==> src/rtl/fp_align_ctrl.sv <==
// fp_align_ctrl
// Operand-alignment sequencer for the FP add/sub path. It accepts two
// IEEE-754 operands, orders them by magnitude and right-shifts the smaller
// significand by the exponent difference, folding the lost bits into sticky.
// The aligned pair is then presented downstream over a valid/ready handshake.
//
// Ports:
//   clk_i         rising-edge clock
//   rst_ni        synchronous active-low reset
//   in_valid_i    operand pair valid
//   in_ready_o    block can accept a pair (only in IDLE)
//   op_a_i/op_b_i operands, packed {sign, exp, frac}
//   out_valid_o   aligned result valid (DONE)
//   out_ready_i   downstream accepts the result
//   big_sig_o     larger-magnitude significand {hidden, frac, G, R, S} with GRS=000
//   small_sig_o   aligned smaller significand, bit 0 is sticky
//   big_exp_o     effective exponent of the larger operand
//   big_sign_o    sign of the larger operand
//   small_sign_o  sign of the smaller operand
//   swap_o        1 when B had the larger magnitude
//
// Build option:
//   FP_ALIGN_BARREL_EN  when defined, CMP does the whole sticky-preserving
//                       shift in one cycle and the SHIFT state/counter are
//                       compiled out. Results are identical to the
//                       one-bit-per-cycle mode.

module fp_align_ctrl #(
  parameter int SIG_BITS = 23,
  parameter int EXP_BITS = 8
) (
  input  logic                         clk_i,
  input  logic                         rst_ni,
  input  logic                         in_valid_i,
  output logic                         in_ready_o,
  input  logic [SIG_BITS+EXP_BITS:0]   op_a_i,
  input  logic [SIG_BITS+EXP_BITS:0]   op_b_i,
  output logic                         out_valid_o,
  input  logic                         out_ready_i,
  output logic [SIG_BITS+3:0]          big_sig_o,
  output logic [SIG_BITS+3:0]          small_sig_o,
  output logic [EXP_BITS-1:0]          big_exp_o,
  output logic                         big_sign_o,
  output logic                         small_sign_o,
  output logic                         swap_o
);

  localparam int W    = SIG_BITS + 4;
  localparam int OP_W = SIG_BITS + EXP_BITS + 1;

  typedef enum logic [1:0] {IDLE, CMP, SHIFT, DONE} state_e;

  state_e state_q, state_d;

  logic [OP_W-1:0]     opA_q, opB_q;
  logic [W-1:0]        bigSig_q, smallSig_q;
  logic [EXP_BITS-1:0] bigExp_q;
  logic                bigSign_q, smallSign_q, swap_q;

  // Operand decode: denormals use effective exponent 1 and no hidden bit.
  logic [EXP_BITS-1:0] expA, expB, effExpA, effExpB;
  logic [W-1:0]        sigA, sigB, bigPre, smallPre, smallSat;
  logic [EXP_BITS:0]   expDiff;
  logic [EXP_BITS-1:0] absDiff;
  logic                borrow, swapNow, saturate;

  assign expA    = opA_q[OP_W-2:SIG_BITS];
  assign expB    = opB_q[OP_W-2:SIG_BITS];
  assign effExpA = (expA == '0) ? EXP_BITS'(1) : expA;
  assign effExpB = (expB == '0) ? EXP_BITS'(1) : expB;
  assign sigA    = {(expA != '0), opA_q[SIG_BITS-1:0], 3'b000};
  assign sigB    = {(expB != '0), opB_q[SIG_BITS-1:0], 3'b000};

  // The extra top bit of the difference is the borrow, i.e. eA < eB.
  assign expDiff  = {1'b0, effExpA} - {1'b0, effExpB};
  assign borrow   = expDiff[EXP_BITS];
  assign absDiff  = borrow ? (effExpB - effExpA) : expDiff[EXP_BITS-1:0];
  assign swapNow  = borrow || ((effExpA == effExpB) && (sigB > sigA));
  assign saturate = (32'(absDiff) >= W);

  assign bigPre   = swapNow ? sigB : sigA;
  assign smallPre = swapNow ? sigA : sigB;
  assign smallSat = {{(W-1){1'b0}}, |smallPre};

`ifdef FP_ALIGN_BARREL_EN
  // Single-cycle equivalent of n one-bit steps: bits above the shift move
  // down, and the new bit 0 is the OR of original bits [n:0].
  logic [W-1:0] shifted, lowMask, barrelSig;
  assign shifted   = smallPre >> absDiff;
  assign lowMask   = ~(({W{1'b1}} << absDiff) << 1);
  assign barrelSig = {shifted[W-1:1], |(smallPre & lowMask)};
`else
  localparam int CNT_W = $clog2(W);
  logic [CNT_W-1:0] cnt_q;
`endif

  // State register.
  always_ff @(posedge clk_i) begin
    if (!rst_ni) state_q <= IDLE;
    else         state_q <= state_d;
  end

  // Next-state logic. A transfer out of DONE always returns to IDLE, so a
  // new pair can never be accepted in the same cycle as a transfer.
  always_comb begin
    state_d = state_q;
    case (state_q)
      IDLE: if (in_valid_i) state_d = CMP;
`ifdef FP_ALIGN_BARREL_EN
      CMP:  state_d = DONE;
`else
      CMP:  state_d = (absDiff == '0 || saturate) ? DONE : SHIFT;
      SHIFT: if (cnt_q == CNT_W'(1)) state_d = DONE;
`endif
      DONE: if (out_ready_i) state_d = IDLE;
      default: state_d = IDLE;
    endcase
  end

  // Handshake outputs decoded from the state register. in_ready is forced
  // low while reset is asserted since the state is not yet known then.
  always_comb begin
    in_ready_o  = rst_ni && (state_q == IDLE);
    out_valid_o = (state_q == DONE);
  end

  // Datapath: capture operands, resolve ordering in CMP, then shift the
  // smaller significand with sticky accumulation.
  always_ff @(posedge clk_i) begin
    if (!rst_ni) begin
      opA_q       <= '0;
      opB_q       <= '0;
      bigSig_q    <= '0;
      smallSig_q  <= '0;
      bigExp_q    <= '0;
      bigSign_q   <= 1'b0;
      smallSign_q <= 1'b0;
      swap_q      <= 1'b0;
`ifndef FP_ALIGN_BARREL_EN
      cnt_q       <= '0;
`endif
    end else begin
      case (state_q)
        IDLE: begin
          if (in_valid_i) begin
            opA_q <= op_a_i;
            opB_q <= op_b_i;
          end
        end
        CMP: begin
          bigSig_q    <= bigPre;
          bigExp_q    <= swapNow ? effExpB : effExpA;
          bigSign_q   <= swapNow ? opB_q[OP_W-1] : opA_q[OP_W-1];
          smallSign_q <= swapNow ? opA_q[OP_W-1] : opB_q[OP_W-1];
          swap_q      <= swapNow;
`ifdef FP_ALIGN_BARREL_EN
          smallSig_q  <= saturate ? smallSat : barrelSig;
`else
          smallSig_q  <= saturate ? smallSat : smallPre;
          cnt_q       <= saturate ? '0 : CNT_W'(absDiff);
`endif
        end
`ifndef FP_ALIGN_BARREL_EN
        SHIFT: begin
          smallSig_q <= {1'b0, smallSig_q[W-1:2], smallSig_q[1] | smallSig_q[0]};
          cnt_q      <= cnt_q - CNT_W'(1);
        end
`endif
        default: ;
      endcase
    end
  end

  assign big_sig_o    = bigSig_q;
  assign small_sig_o  = smallSig_q;
  assign big_exp_o    = bigExp_q;
  assign big_sign_o   = bigSign_q;
  assign small_sign_o = smallSign_q;
  assign swap_o       = swap_q;

endmodule

==> config.mk <==
export PLATFORM = sky130hd
export DESIGN_NAME = fp_align_ctrl
export DESIGN_NICKNAME = d
export VERILOG_FILES = /design/src/rtl/fp_align_ctrl.sv
export SDC_FILE = /design/constraint.sdc
export NUM_CORES = 1
export LEC_CHECK = 0
export ABC_AREA = 0
export CAP_MARGIN = 20
export CORE_UTILIZATION = 48
export CTS_CLUSTER_DIAMETER = 30
export DETAILED_ROUTE_END_ITERATION = 16
export PLACE_DENSITY = 0.77
export SLEW_MARGIN = 20
export SYNTH_ARGS = -nofsm -noshare
export SYNTH_HDL_FRONTEND = slang
export SYNTH_SLANG_ARGS = --single-unit
==> constraint.sdc <==
create_clock -name clk_i -period 3.2 [get_ports clk_i]
set_input_delay 0.64 -clock clk_i [delete_from_list [all_inputs] [get_ports clk_i]]
set_output_delay 0.64 -clock clk_i [all_outputs]
set_load 0.005 [all_outputs]
==> impl_metrics.py <==
metrics = {
    "clock_tree": {
        "htreeDepth": 4,
        "cts_tree": "done",
        "clkSinkCount": 133,
        "clkTransAtPathRegs_ns": 0.06,
        "cts_root_buffer": "clkbuf_16",
        "cts_buffer_depth": 2,
        "cts_buffers": 17,
        "clk_latency_ns": 0.43,
    },
    "detailed_routing": {
        "drt_iter0_markers": 604,
        "wl_met3_mm": 1.18,
        "routed_wl_mm": 22.3,
        "drtPass1Iterations": 5,
        "routed-via-count": 7118,
        "top_layer": "met4",
        "wl_met2_mm": 10.5,
        "drt-wirelength-per-cell_um": 18.3,
        "drcViolationCount": 0,
        "viasPerCell": 5.84,
        "wl_met1_mm": 9.99,
        "ant_nets": 0,
    },
    "floorplan": {
        "die_x_um": 126,
        "die_h_um": 126,
        "rows": 45,
        "start_util": 0.491,
        "num_io_pins": 135,
        "die_area_um2": 16000,
        "core_um2": 15100,
    },
    "worst_setup_path": {
        "crit_required_ns": 3.53,
        "worstSetupPathType": "reg2reg",
        "max_stage_delay_ns": 0.34,
        "cp.arrival_ns": 3.53,
        "cp_max_fo": 8,
        "r2r_cells": 16,
        "path_cells": "nor4_2, nand2_1, inv_2, nor2_2, inv_1, ha_2, inv_1, fa_2, buf_4, nor2b_1, o211ai_1, nand2_2, o211ai_2, nand4b_4, clkbuf_16, o41ai_2",
        "slowest_stage": "fa_2",
        "cp-start-kind": "flop",
        "crit_top_cell": "inv_1",
        "r2r_setup_slack_ns": 0.005,
        "critPathCaptureType": "flop",
    },
    "global_routing": {
        "antenna_found_initial": 0,
        "grt_max_degree": 59,
        "first_global_vias": 6765,
        "grt.total_usage": 0.275,
        "grt_pass1_wl_mm": 34.7,
        "overflow": 0,
    },
    "synthesis": {
        "ys_seq_area_frac": 0.358,
        "synth_async_sr_flop_share": 0,
        "syn-cell-area_um2": 7440,
        "yosysWarningCount": 0,
        "netlist_instances": 872,
        "ys.flop_type": "dfxtp_1",
        "ys_types": 60,
        "synth_edf_count": 0,
        "ys_ff_latch": 133,
        "syn_area_per_cell_um2": 8.53,
    },
    "sta": {
        "maxSlewViolCount": 0,
        "post-route-min-period_ns": 3.19,
        "rsz0062_at_grt": "yes",
        "hold_viol": 0,
        "period_share": 0.998,
        "relSlewSlack": 0.491,
        "max_freq_mhz": 313,
        "clock_skew_ns": 0.0105,
        "worst_slack_ns": 0.00541,
        "whs_ns": 0.472,
        "setup_viol_count_final": 0,
        "tns_ns": 0,
        "worstMarginPinSlew_ns": 0.763,
    },
    "worst_hold_path": {
        "hold_depth": 2,
        "hold_path.class": "reg2reg",
    },
    "pwr": {
        "vdd_drop_max_mv": 0.574,
        "p_leak_uw": 0.00428,
        "finalPower_uw": 11300,
        "power_density_nw_per_um2": 1100,
    },
    "placed_design": {
        "port_buffers": 131,
        "place.gp.congestion": 0.940,
        "post-place-cells": 1177,
        "pre_cts_slack_ns": -0.206,
        "dpl.hpwl_mm": 15.4,
    },
    "final_layout": {
        "layoutNonFillerInstCount": 1218,
        "n_fill_cell": 1124,
        "area_growth_pct": 38.2,
        "nets": 1133,
        "diodes": 0,
        "layout-drive-gt1-share": 0.176,
    },
    "run": {
        "max_cap_viol_count": 0,
    },
    "status": {
        "status": "finished clean",
    },
}
-- synthesized netlist by cell type (6+ instances only) --
| cell type | n | area (um2) |
|---|---|---|
| nor2_1 | 9 | 33.8 |
| buf_4 | 9 | 67.6 |
| o21ai_0 | 49 | 245 |
| nor4_1 | 17 | 106 |
| nand4_1 | 11 | 68.8 |
| a21oi_1 | 115 | 576 |
| dfxtp_1 | 133 | 2660 |
| a22oi_1 | 25 | 188 |
| nand3_1 | 7 | 35.0 |
| inv_1 | 55 | 206 |
| clkbuf_1 | 55 | 206 |
| o41ai_2 | 27 | 439 |
| ha_1 | 46 | 576 |
| nand2b_1 | 7 | 43.8 |
| nand2_1 | 149 | 559 |
| nor2b_1 | 10 | 62.6 |
| mux2i_1 | 61 | 611 |
| a21o_1 | 6 | 45.0 |
-- where the power goes --
part	switching, uW	internal (uW)
clock network	784	1180
registers	321	2040
logic	3690	3310
total	4800	6530
-- per-stage QoR --
step	instance area (um2)	utilization
2_1_floorplan	7440	-
3_3_place_gp	9230	0.609
3_5_place_dp	9230	0.609
4_1_cts	9860	0.651
5_1_grt	10300	0.679
6_report	10300	0.679
-- kinds of logic (layout without fill, tap and decap cells) --
| logic type | count (synthesis) | count (layout) | share of synthesized area |
|---|---|---|---|
| other | 1 | 3 | 0.000504 |
| buffers and inverters | 128 | 284 | 0.0725 |
| adders and majority gates | 48 | 48 | 0.0828 |
| xor gates and xnor gates | 3 | 3 | 0.00353 |
| AOI/OAI and AO/OA | 267 | 267 | 0.256 |
| and+or+nand+nor | 231 | 231 | 0.144 |
| DFF | 133 | 133 | 0.358 |
| muxes | 61 | 61 | 0.0821 |
-- final timing paths --
check / to / startpoint
worst max-delay path: small_sig_o[4]$_SDFFE_PN0P_ / opA_q[27]$_SDFFE_PN0P_
worst min-delay path: opB_q[31]$_SDFFE_PN0P_ / opB_q[31]$_SDFFE_PN0P_
worst max register to register: small_sig_o[4]$_SDFFE_PN0P_ / opA_q[27]$_SDFFE_PN0P_
worst min register to register: opB_q[31]$_SDFFE_PN0P_ / opB_q[31]$_SDFFE_PN0P_
-- worst max-delay path: cells and delay by family (launching register included) --
kind | cells | cell delay, ns
and+or+nand+nor | 6 | 0.95
adders and majority gates | 2 | 0.53
DFF | 1 | 0.31
buffers and inverters | 5 | 0.64
AOI/OAI and AO/OA | 3 | 0.67
-- cells in the final DEF (no fill, tap or decap), types with 7 or more instances in the layout --
cell type        count
nand2_1            147
dfxtp_1            131
clkdlybuf4s50_1    131
a21oi_1            113
mux2i_1             53
inv_1               52
buf_4               50
o21ai_0             46
ha_1                43
a22oi_1             25
clkbuf_16           19
o41ai_2             18
nor4_1              12
nand4_1             11
nor2b_1             10
buf_12              10
o41ai_4              9
nand2b_1             7
nor2_1               7
-- layer usage --
| metal | up-vias | global-route usage |
|---|---|---|
| met3 | 43 | 0.0527 |
| met2 | 246 | 0.442 |
| met5 | - | 0 |
| met4 | 0 | 0.106 |
| met1 | 3430 | 0.366 |
| li1 | 3399 | - |
-- flip-flops by register name (all words and copies together), names as in the netlist --
| name | count |
|---|---|
| big_exp_o | 8 |
| big_sign_o | 1 |
| state_q | 2 |
| big_sig_o | 24 |
| small_sign_o | 1 |
| opA_q | 32 |
| cnt_q | 5 |
| small_sig_o | 27 |
| opB_q | 32 |
| swap_o | 1 |
-- final cells by class --
cell class | count | area (um2) | share of cell area
multi-input cells | 613 | 4600 | 0.448
flip-flops and latches | 133 | 2670 | 0.259
repair buffers | 196 | 1970 | 0.192
clock buffers | 19 | 443 | 0.0431
well taps | 188 | 235 | 0.0229
inverters | 56 | 211 | 0.0206
clock inverters | 13 | 150 | 0.0146
-- what timing repair did --
action                     in CTS  in global routing
pin swaps                       4                 42
setup endpoints to repair      57                 65
gates resized for setup         5                 59
setup buffers                   1                  6
gates cloned                    0                  2
hold buffers                    0                  0
Power figures use the tool's default switching activity.
